`src/rtl/adc3664_spi_pkg.sv`:
```
// Shared frame geometry, FSM state encoding and frame packing for the ADC3664 3-wire SPI port.
package adc3664_spi_pkg;

    localparam int FRAME_W     = 24;
    localparam int ADDR_W      = 12;
    localparam int DATA_W      = 8;
    localparam int RW_BIT      = 23;
    localparam int RD_TURN_BIT = 15;
    localparam int BIT_CNT_W   = 5;

    typedef enum logic [2:0] {
        ST_IDLE  = 3'd0,
        ST_SETUP = 3'd1,
        ST_SHIFT = 3'd2,
        ST_HOLD  = 3'd3,
        ST_GAP   = 3'd4
    } spi_state_e;

    // Reads carry a zero data field; the slave owns SDIO during that part of the frame.
    function automatic logic [FRAME_W-1:0] build_frame(input logic               rw,
                                                       input logic [ADDR_W-1:0] addr,
                                                       input logic [DATA_W-1:0] data);
        return {rw, 3'b000, addr, (rw ? {DATA_W{1'b0}} : data)};
    endfunction

endpackage

```
`src/rtl/adc3664_spi_sclk_gen.sv`:
```
// SCLK divider: CLK_DIV system cycles per half-period, idles low while disabled.
// The fall strobe flags the CLK edge on which SCLK is about to drop.
module adc3664_spi_sclk_gen #(
    parameter int CLK_DIV = 2
) (
    input  logic CLK,
    input  logic Reset_n,
    input  logic en,
    output logic sclk,
    output logic fall
);

    localparam int DIV_W = $clog2(CLK_DIV + 1);

    logic [DIV_W-1:0] div_cnt;
    logic             div_tc;

    assign div_tc = (div_cnt == '0);
    assign fall   = en & div_tc & sclk;

    always_ff @(posedge CLK or negedge Reset_n) begin
        if (!Reset_n) begin
            div_cnt <= DIV_W'(CLK_DIV - 1);
            sclk    <= 1'b0;
        end else if (!en) begin
            div_cnt <= DIV_W'(CLK_DIV - 1);
            sclk    <= 1'b0;
        end else if (div_tc) begin
            div_cnt <= DIV_W'(CLK_DIV - 1);
            sclk    <= ~sclk;
        end else begin
            div_cnt <= div_cnt - 1'b1;
        end
    end

endmodule

```
`src/rtl/adc3664_spi_master.sv`:
```
// 3-wire SPI master for the ADC3664 configuration port: one register request -> one 24-bit frame.
// state | meaning
// IDLE  | waiting for start, SEN high, SDIO released
// SETUP | SEN low, first bit presented, SCLK held low
// SHIFT | 24 SCLK periods; data launched on each SCLK fall
// HOLD  | SCLK low after the last fall, SEN still low
// GAP   | SEN high, busy held until the inter-frame gap expires
module adc3664_spi_master
    import adc3664_spi_pkg::*;
#(
    parameter int CLK_DIV   = 2,
    parameter int SEN_SETUP = 2,
    parameter int SEN_HOLD  = 2,
    parameter int SEN_GAP   = 4
) (
    input  logic              CLK,
    input  logic              Reset_n,
    input  logic              start,
    input  logic              rw,
    input  logic [ADDR_W-1:0] addr,
    input  logic [DATA_W-1:0] wdata,
    output logic              busy,
    output logic              done,
    output logic [DATA_W-1:0] rdata,
    output logic              SCLK,
    output logic              SEN,
    output logic              SDIO_out,
    output logic              drive_sdio,
    input  logic              SDIO_in
);

    localparam int TMR_MAX = (SEN_SETUP > SEN_HOLD)
                           ? ((SEN_SETUP > SEN_GAP) ? SEN_SETUP : SEN_GAP)
                           : ((SEN_HOLD > SEN_GAP) ? SEN_HOLD : SEN_GAP);
    localparam int TMR_W    = $clog2(TMR_MAX + 1);
    localparam int GAP_LOAD = (SEN_GAP > 0) ? SEN_GAP - 1 : 0;

    spi_state_e           state;
    logic [TMR_W-1:0]     tmr;
    logic [BIT_CNT_W-1:0] bit_cnt;
    logic [FRAME_W-1:0]   tx;
    logic                 rd_q;
    logic                 sclk_fall;
    logic                 capture;

    adc3664_spi_sclk_gen #(
        .CLK_DIV (CLK_DIV)
    ) u_sclk_gen (
        .CLK     (CLK),
        .Reset_n (Reset_n),
        .en      (state == ST_SHIFT),
        .sclk    (SCLK),
        .fall    (sclk_fall)
    );

    // Read data enters the LSB of the same register the command shifts out of.
    assign capture = rd_q && (bit_cnt > BIT_CNT_W'(RD_TURN_BIT)) && SDIO_in;

    always_ff @(posedge CLK or negedge Reset_n) begin
        if (!Reset_n) begin
            state      <= ST_IDLE;
            tmr        <= '0;
            bit_cnt    <= '0;
            tx         <= '0;
            rd_q       <= 1'b0;
            busy       <= 1'b0;
            done       <= 1'b0;
            rdata      <= '0;
            SEN        <= 1'b1;
            SDIO_out   <= 1'b0;
            drive_sdio <= 1'b0;
        end else begin
            done <= 1'b0;
            unique case (state)
                ST_IDLE: begin
                    if (start && !busy) begin
                        tx      <= build_frame(rw, addr, wdata);
                        rd_q    <= rw;
                        bit_cnt <= '0;
                        tmr     <= TMR_W'(SEN_SETUP);
                        busy    <= 1'b1;
                        state   <= ST_SETUP;
                    end
                end
                ST_SETUP: begin
                    SEN        <= 1'b0;
                    drive_sdio <= 1'b1;
                    SDIO_out   <= tx[RW_BIT];
                    if (tmr == '0) state <= ST_SHIFT;
                    else           tmr   <= tmr - 1'b1;
                end
                ST_SHIFT: begin
                    if (sclk_fall) begin
                        tx <= {tx[FRAME_W-2:0], capture};
                        if (bit_cnt == BIT_CNT_W'(FRAME_W - 1)) begin
                            tmr   <= TMR_W'(SEN_HOLD - 1);
                            state <= ST_HOLD;
                        end else begin
                            bit_cnt <= bit_cnt + 1'b1;
                            if (rd_q && bit_cnt >= BIT_CNT_W'(RD_TURN_BIT)) begin
                                drive_sdio <= 1'b0;
                                SDIO_out   <= 1'b0;
                            end else begin
                                SDIO_out <= tx[FRAME_W-2];
                            end
                        end
                    end
                end
                ST_HOLD: begin
                    if (tmr == '0) begin
                        SEN        <= 1'b1;
                        drive_sdio <= 1'b0;
                        SDIO_out   <= 1'b0;
                        done       <= 1'b1;
                        if (rd_q) rdata <= tx[DATA_W-1:0];
                        if (SEN_GAP == 0) begin
                            busy  <= 1'b0;
                            state <= ST_IDLE;
                        end else begin
                            tmr   <= TMR_W'(GAP_LOAD);
                            state <= ST_GAP;
                        end
                    end else begin
                        tmr <= tmr - 1'b1;
                    end
                end
                ST_GAP: begin
                    if (tmr == '0) begin
                        busy  <= 1'b0;
                        state <= ST_IDLE;
                    end else begin
                        tmr <= tmr - 1'b1;
                    end
                end
                default: state <= ST_IDLE;
            endcase
        end
    end

endmodule
```
`config.mk`:
```
export PLATFORM = sky130hd
export DESIGN_NAME = adc3664_spi_master
export DESIGN_NICKNAME = d
export VERILOG_FILES = /design/src/rtl/adc3664_spi_pkg.sv /design/src/rtl/adc3664_spi_sclk_gen.sv /design/src/rtl/adc3664_spi_master.sv
export SDC_FILE = /design/constraint.sdc
export NUM_CORES = 1
export LEC_CHECK = 0
export ABC_AREA = 1
export CAP_MARGIN = 10
export CORE_MARGIN = 5
export CORE_UTILIZATION = 55
export CTS_BUF_LIST = sky130_fd_sc_hd__clkbuf_16
export CTS_CLUSTER_DIAMETER = 30
export DETAILED_ROUTE_END_ITERATION = 8
export PLACE_DENSITY = 0.81
export SETUP_SLACK_MARGIN = 0.3
export SLEW_MARGIN = 20
export SYNTH_ARGS = -nofsm -noshare
export SYNTH_HDL_FRONTEND = slang
export SYNTH_HIERARCHICAL = 1
export SYNTH_SLANG_ARGS = --single-unit
```
`constraint.sdc`:
```
create_clock -name CLK -period 3.1 [get_ports CLK]
set_clock_uncertainty 0.05 [all_clocks]
set_input_delay 0.62 -clock CLK [delete_from_list [all_inputs] [get_ports CLK]]
set_output_delay 0.62 -clock CLK [all_outputs]
set_load 0.01 [all_outputs]
```
# Word level (Yosys, flattened, before mapping)
# Cells that the tools add are included.
dict set report totals {
  regBits 52
  inputBits 25
  elab_cells 100
}
dict set report op_classes {
  n_addsub 3
  magnitude_cmp 2
  n_eq_ne 15
  muxes 40
  bitwise 3
  reduce_logical 24
}
# operator n
set ops {}
lappend ops {{two-way mux 24 bit} 2}
lappend ops {{case mux 24 bit (2 select lines)} 1}
lappend ops {{two-way mux 3 bit} 11}
lappend ops {{inequality test 2 bit (second input constant)} 10}
lappend ops {{two-way mux 5 bit} 3}
lappend ops {{case mux 3 bit (5 select lines)} 1}
lappend ops {{two-way mux 1 bit} 13}
lappend ops {{case mux 3 bit (4 select lines)} 1}
lappend ops {{case mux 5 bit (2 select lines)} 1}
lappend ops {{AND reduction 5 bit} 2}
lappend ops {{AND reduction 3 bit} 3}
lappend ops {{two-way mux 8 bit} 1}
lappend ops {{AND reduction 4 bit} 2}
lappend ops {{== test 3 x 2 -> 1 bit (second input constant)} 2}
lappend ops {{zero test 3 bit} 2}
lappend ops {{case mux 1 bit (3 select lines)} 2}
lappend ops {{AND reduction 6 bit} 1}
lappend ops {{nonzero test 2 bit} 3}
lappend ops {{adder 5 x 1 -> 5 bit (second input constant)} 1}
lappend ops {{== test 5 bit (second input constant)} 1}
lappend ops {{greater-or-equal comparator 5 x 4 -> 1 bit (second input constant)} 1}
lappend ops {{greater-than comparator 5 x 4 -> 1 bit (second input constant)} 1}
lappend ops {{logical AND 1 bit} 4}
lappend ops {{two-way mux 2 bit} 2}
lappend ops {{13 further kinds} 16}

# Logic depth before layout (Yosys ltp)
dict set report depth {
  depth_word 6
  ltp_mapped 13
  mapped_depth_nobuf 12
}

# Hierarchy
# The synthesis kept the hierarchy.
# module instances cells_per_inst area_each_um2 seq_area_each_um2
set by_module_without_submodules {}
lappend by_module_without_submodules {adc3664_spi_master 1 320 2482.4 1227.4}
lappend by_module_without_submodules {adc3664_spi_sclk_gen 1 17 131.4 76.3}

# Least setup slack after synthesis
# No wires, ideal clock.
dict set report synth_path {
  path_kind {register -> register}
  start {register state[2]}
  end {register tx[4]}
  setup_ns 0.126
  arrival_ns 1.600
  required_ns 2.924
  path_slack_ns 1.324
  path_stages_with_launch 11
  n_path_buf 2
  path_cell_list {dfrtp_1 > inv_1 > nand2_2 > nor2_4 > buf_4 > nand2_1 > nor2_1 > inv_1 > o21ai_4 > clkbuf_2 > o21ai_0}
}
dict set report synth_between {
  elab_chain_cells 5
}
# item line
set synth_lines {}
lappend synth_lines {{start: declaration} adc3664_spi_master.sv:38} ;# spi_state_e state;
lappend synth_lines {{start signal: assignment} adc3664_spi_master.sv:61} ;# state <= ST_IDLE;
lappend synth_lines {{start signal: assignment} adc3664_spi_master.sv:82} ;# state <= ST_SETUP;
lappend synth_lines {{start signal: assignment} adc3664_spi_master.sv:89} ;# if (tmr == '0) state <= ST_SHIFT;
lappend synth_lines {{== test 3 x 2 -> 1 bit} adc3664_spi_master.sv:51} ;# .en (state == ST_SHIFT),
lappend synth_lines {{AND 1 bit (2 in a row)} adc3664_spi_sclk_gen.sv:19} ;# assign fall = en & div_tc & sclk;
lappend synth_lines {{via sclk_fall} adc3664_spi_master.sv:43} ;# logic sclk_fall;
lappend synth_lines {{inequality test 2 bit (no line)} n/a}
lappend synth_lines {{AND reduction 3 bit (no line)} n/a}
lappend synth_lines {{end signal: assignment} adc3664_spi_master.sv:77} ;# tx <= build_frame(rw, addr, wdata);
lappend synth_lines {{end signal: assignment} adc3664_spi_master.sv:94} ;# tx <= {tx[FRAME_W-2:0], capture};
lappend synth_lines {{end: declaration} adc3664_spi_master.sv:41} ;# logic [FRAME_W-1:0] tx;
# The timed path passes the listed nets, and every way through them passes these cells.
# A chain may end at the register's enable or synchronous reset.

# Final worst setup path
dict set report layout_path {
  start {register state[2]}
  end {register tx[22]}
}
dict set report layout_between {
  elab_chain_cells 5
}
# item line
set layout_lines {}
lappend layout_lines {{== test 3 x 2 -> 1 bit} {adc3664_spi_master.sv:51, adc3664_spi_master.sv:74}}
lappend layout_lines {{AND 1 bit (2 in a row)} adc3664_spi_sclk_gen.sv:19}
lappend layout_lines {{inequality test 2 bit (no line)} n/a}
lappend layout_lines {{AND reduction 3 bit (no line)} n/a}
# Several ways; a longest one is shown, not always the timed one.

==> results.rst <==
.. list-table::
   :header-rows: 1

   * - Metric
     - Value
   * - Post-CTS repair timing setup buffer count
     - 0
   * - Top cell family by delay on the critical path
     - buffers and inverters
   * - Clock latency on the worst-skew pair
     - 0.29 ns
   * - Nets in the synthesized netlist
     - 366
   * - Leakage power total
     - about 1.6 nW
   * - Wire length of the first global-routing pass
     - slightly above 9 mm
   * - Number of register bits inferred by synthesis
     - 52
   * - Multi-input combinational cell area
     - ~1100 µm²
   * - Core ar.
     - 4660 µm²
   * - Overall overflow remaining after global route
     - 0
   * - Highest-count cells in the layout ignoring fill and taps
     - 111 x sky130_fd_sc_hd__nand2_1, 54 x sky130_fd_sc_hd__o21ai_0, 50 x sky130_fd_sc_hd__dfrtp_1
   * - Detailed Route WL
     - 5.16 mm
   * - CTS Root Buffer Type
     - sky130_fd_sc_hd__clkbuf_16
   * - Number of nets with antenna violations after detailed routing
     - 0
   * - Cell area after placement
     - 3010 µm²
   * - Length of the first detailed-routing pass in iterations
     - 4
   * - Die area
     - 6230 µm²
   * - Filler cell count in the final layout
     - 386
   * - Worst slew pin tran
     - between 0.8 and 0.9 ns
   * - Synthesized-area fraction occupied by xor and xnor cells
     - 0.00335
   * - Combined buffer and inverter count along the critical path
     - 3
   * - Via total after detailed routing
     - 2234
   * - Hold buffer count at CTS
     - 0
   * - Status
     - finished clean
   * - Vias in the first global route
     - 2053
   * - Maximum number of pins on one net before global-route repair
     - 47
   * - Number of antenna violations at the first check in global routing
     - 0
   * - Horizontal die dimension
     - between 70 and 80 µm
   * - Global placement routability congestion
     - roughly 0.8
   * - Average wire length per cell after detail routing
     - 12.0 µm
   * - Nature of the critical path endpoint
     - register
   * - Simple logic cell fraction of the synthesized area
     - 0.265
   * - Distinct cells, synth
     - 29
   * - Final net count
     - 403
   * - Final setup fails
     - 0
   * - Cell with the largest stage delay on the worst path
     - sky130_fd_sc_hd__o21ai_4
   * - Clock power frac
     - 0.411
   * - Proportion of power drawn by combinational gates
     - 0.048
   * - Share of total power in sequential cells
     - 0.541
   * - Minimum clock period after layout
     - 2.38 ns
   * - Unrepaired setup endpoints after global routing
     - false
   * - Slew Limit Headroom
     - 0.445
   * - Critical Path Source Type
     - register
   * - Cells resized by post-CTS repair
     - 0
   * - Compound-cell area share of the yosys netlist
     - 0.124
   * - Total negative slack
     - 0 ns
   * - Fmax
     - 0.420 GHz
   * - CTS sink count
     - 52
   * - Placement Rows
     - 25
   * - Net Sw Frac
     - 0.201
   * - Number of I/O pins
     - 39
   * - WP data required
     - between 3 and 4 ns
   * - Area share of fa/ha/maj cells after synthesis
     - 0.0191
   * - Period utilisation layout
     - 0.768
   * - Pwr per Cell Area
     - 400 nW/µm²
   * - Number of standard cells after synthesis
     - 337
   * - Vias per cell
     - 5.21
   * - CTS tree
     - built
   * - Setup slack, reg-to-reg
     - approximately 0.72 ns
   * - Worst stage delay on the critical path
     - ~0.47 ns
   * - Dpl hpwl
     - 3.86 mm
   * - Largest driver fanout on the critical path
     - 46
   * - Sequence of cells on the critical path
     - inv_1 > nand2_2 > nor2_4 > inv_2 > o21ai_4 > buf_4 > nand3_1 > o21ai_0
   * - Remaining DRCs
     - 0
   * - Portion of the post-synthesis area used by sequential elements
     - 0.499
   * - Cell internal power dissipation
     - around 1 mW
   * - Number of H-tree levels
     - 2
   * - Final hold violation count
     - 0
   * - Warning count from the yosys run
     - 6
   * - Initial detailed-routing violation count
     - 146
   * - Maxcap violations
     - 0
   * - Layout cells sized above 1
     - 0.0533
   * - Syn-to-layout area delta
     - 20.2%
   * - Count of input and output buffers
     - 38
   * - Die boundary height
     - 78.9 µm
   * - Most common library cell in the layout ignoring fill and taps
     - sky130_fd_sc_hd__nand2_1
   * - Start-to-end type of the worst setup path
     - reg -> reg
   * - Initial core utilization
     - 0.561
   * - Count of pins over their slew limit
     - 0
   * - Largest voltage drop on the vdd net
     - 0.219 mV
   * - Storage element area
     - 1300 µm²
   * - Worst Path Arrival
     - about 2.5 ns
   * - Global-route usage over all layers
     - 0.181
   * - Total CTS buffers
     - 5
   * - Largest family of logic cells by synthesized area
     - simple AND/OR/NAND/NOR gates
   * - Clock buffer depth
     - 2
   * - Total inserted antenna cells
     - 0
   * - Final standard cell area without fillers
     - 3140 µm²
   * - Clk slew on worst S/H paths
     - roughly 0.07 ns
   * - Power spent charging and discharging nets
     - approximately 250 µW
   * - Path class of the lowest-slack min-delay path
     - in -> async
   * - Syn_area_per_cell
     - 7.76 µm²
   * - Netlist Area Pre-Place
     - 2610 µm²
   * - Multiplexer fraction of the synthesized cell area
     - 0
-- state kept, by name (all words and copies together), names as in the netlist --
name / cells
u_sclk_gen/sclk: 1
u_sclk_gen/div_cnt: 2
done: 1
SDIO_out: 1
state: 3
drive_sdio: 1
tmr: 3
tx: 24
rdata: 8
rd_q: 1
bit_cnt: 5
busy: 1
SEN: 1
-- metal layers --
layer | up-vias | track usage | part of all wire
li1 | 1129 | - | -
met1 | 1031 | 0.252 | 0.48
met2 | 68 | 0.293 | 0.46
met3 | 6 | 0.0397 | 0.057
met4 | 0 | 0.0412 | 0.0091
met5 | - | 0 | 0
-- per-stage QoR --
step / power, mW / cells / hold WS [ns] / worst slack [ns] / util
detailed placement: 0.754 / 421 / 0.408 / 0.744 / 0.645
global placement: 0.753 / 421 / 0.407 / 0.826 / 0.645
global route: 1.30 / 429 / 0.465 / 0.437 / 0.674
finish: 1.26 / 429 / 0.383 / 0.719 / 0.674
floorplan: 0.706 / 337 / 0.274 / 1.32 / -
CTS: 1.26 / 429 / 0.419 / 0.721 / 0.674
-- cell type report --
cell class,count,share of cell area
sequential,52,0.415
multi-input combinational,230,0.342
clock buffer,5,0.0398
inverter,45,0.0537
tap,54,0.0215
timing repair buffer,40,0.124
clock inverter,3,0.00358
-- kinds of logic (layout without fill, tap and decap cells) --
kind of cell,count (synthesis),count (layout)
AO/OA/AOI/OAI,62,62
XOR/XNOR,1,1
adder cells (fa/ha/maj),4,4
buffers and inverters,55,93
flip-flops,52,52
AND/OR/NAND/NOR,163,163
-- final timing paths --
check                         start        to  cells after the start
max in group asynchronous   Reset_n    tx[12]                      2
min in group CLK                SEN       SEN                      2
min reg2reg                     SEN       SEN                      2
max                        state[2]    tx[22]                      8
min                         Reset_n  rdata[1]                      1
max reg2reg                state[2]    tx[22]                      8
-- cell usage after synthesis --
cell type                  count  area share
sky130_fd_sc_hd__nor2_4        1      0.0043
sky130_fd_sc_hd__inv_2         1      0.0014
sky130_fd_sc_hd__buf_4         4       0.011
sky130_fd_sc_hd__o21ai_4       1      0.0062
sky130_fd_sc_hd__clkbuf_1      1      0.0014
sky130_fd_sc_hd__or2_2         1      0.0024
sky130_fd_sc_hd__nand3_2       1      0.0038
sky130_fd_sc_hd__inv_1        43       0.062
sky130_fd_sc_hd__clkbuf_2      1      0.0019
sky130_fd_sc_hd__buf_2         3      0.0057
sky130_fd_sc_hd__nand4_1       1      0.0024
sky130_fd_sc_hd__a21oi_1       1      0.0019
sky130_fd_sc_hd__clkinv_1      1      0.0014
sky130_fd_sc_hd__xor2_1        1      0.0034
sky130_fd_sc_hd__o21ai_1       5      0.0096
sky130_fd_sc_hd__nand2_4       1      0.0043
sky130_fd_sc_hd__nor3_4        1      0.0062
sky130_fd_sc_hd__o21bai_1      1      0.0029
sky130_fd_sc_hd__nand2_2       3      0.0072
sky130_fd_sc_hd__nand3b_1      1      0.0029
sky130_fd_sc_hd__nor2_1       17       0.024
sky130_fd_sc_hd__dfstp_2       2       0.020
sky130_fd_sc_hd__nor3_1        1      0.0019
sky130_fd_sc_hd__buf_6         1      0.0043
sky130_fd_sc_hd__ha_1          4       0.019
sky130_fd_sc_hd__dfrtp_1      50        0.48
sky130_fd_sc_hd__nand2_1     111        0.16
sky130_fd_sc_hd__nand3_1      24       0.046
sky130_fd_sc_hd__o21ai_0      54        0.10
-- power by group through the flow --
stage	clock network, mW	registers, mW	logic [mW]
floorplan	0	0.692	0.0135
global placement	0	0.692	0.0609
detailed placement	0	0.692	0.0614
CTS	0.522	0.680	0.0616
global route	0.549	0.679	0.0683
finish	0.516	0.680	0.0601
Note: power is estimated with default switching activity, not from simulation.
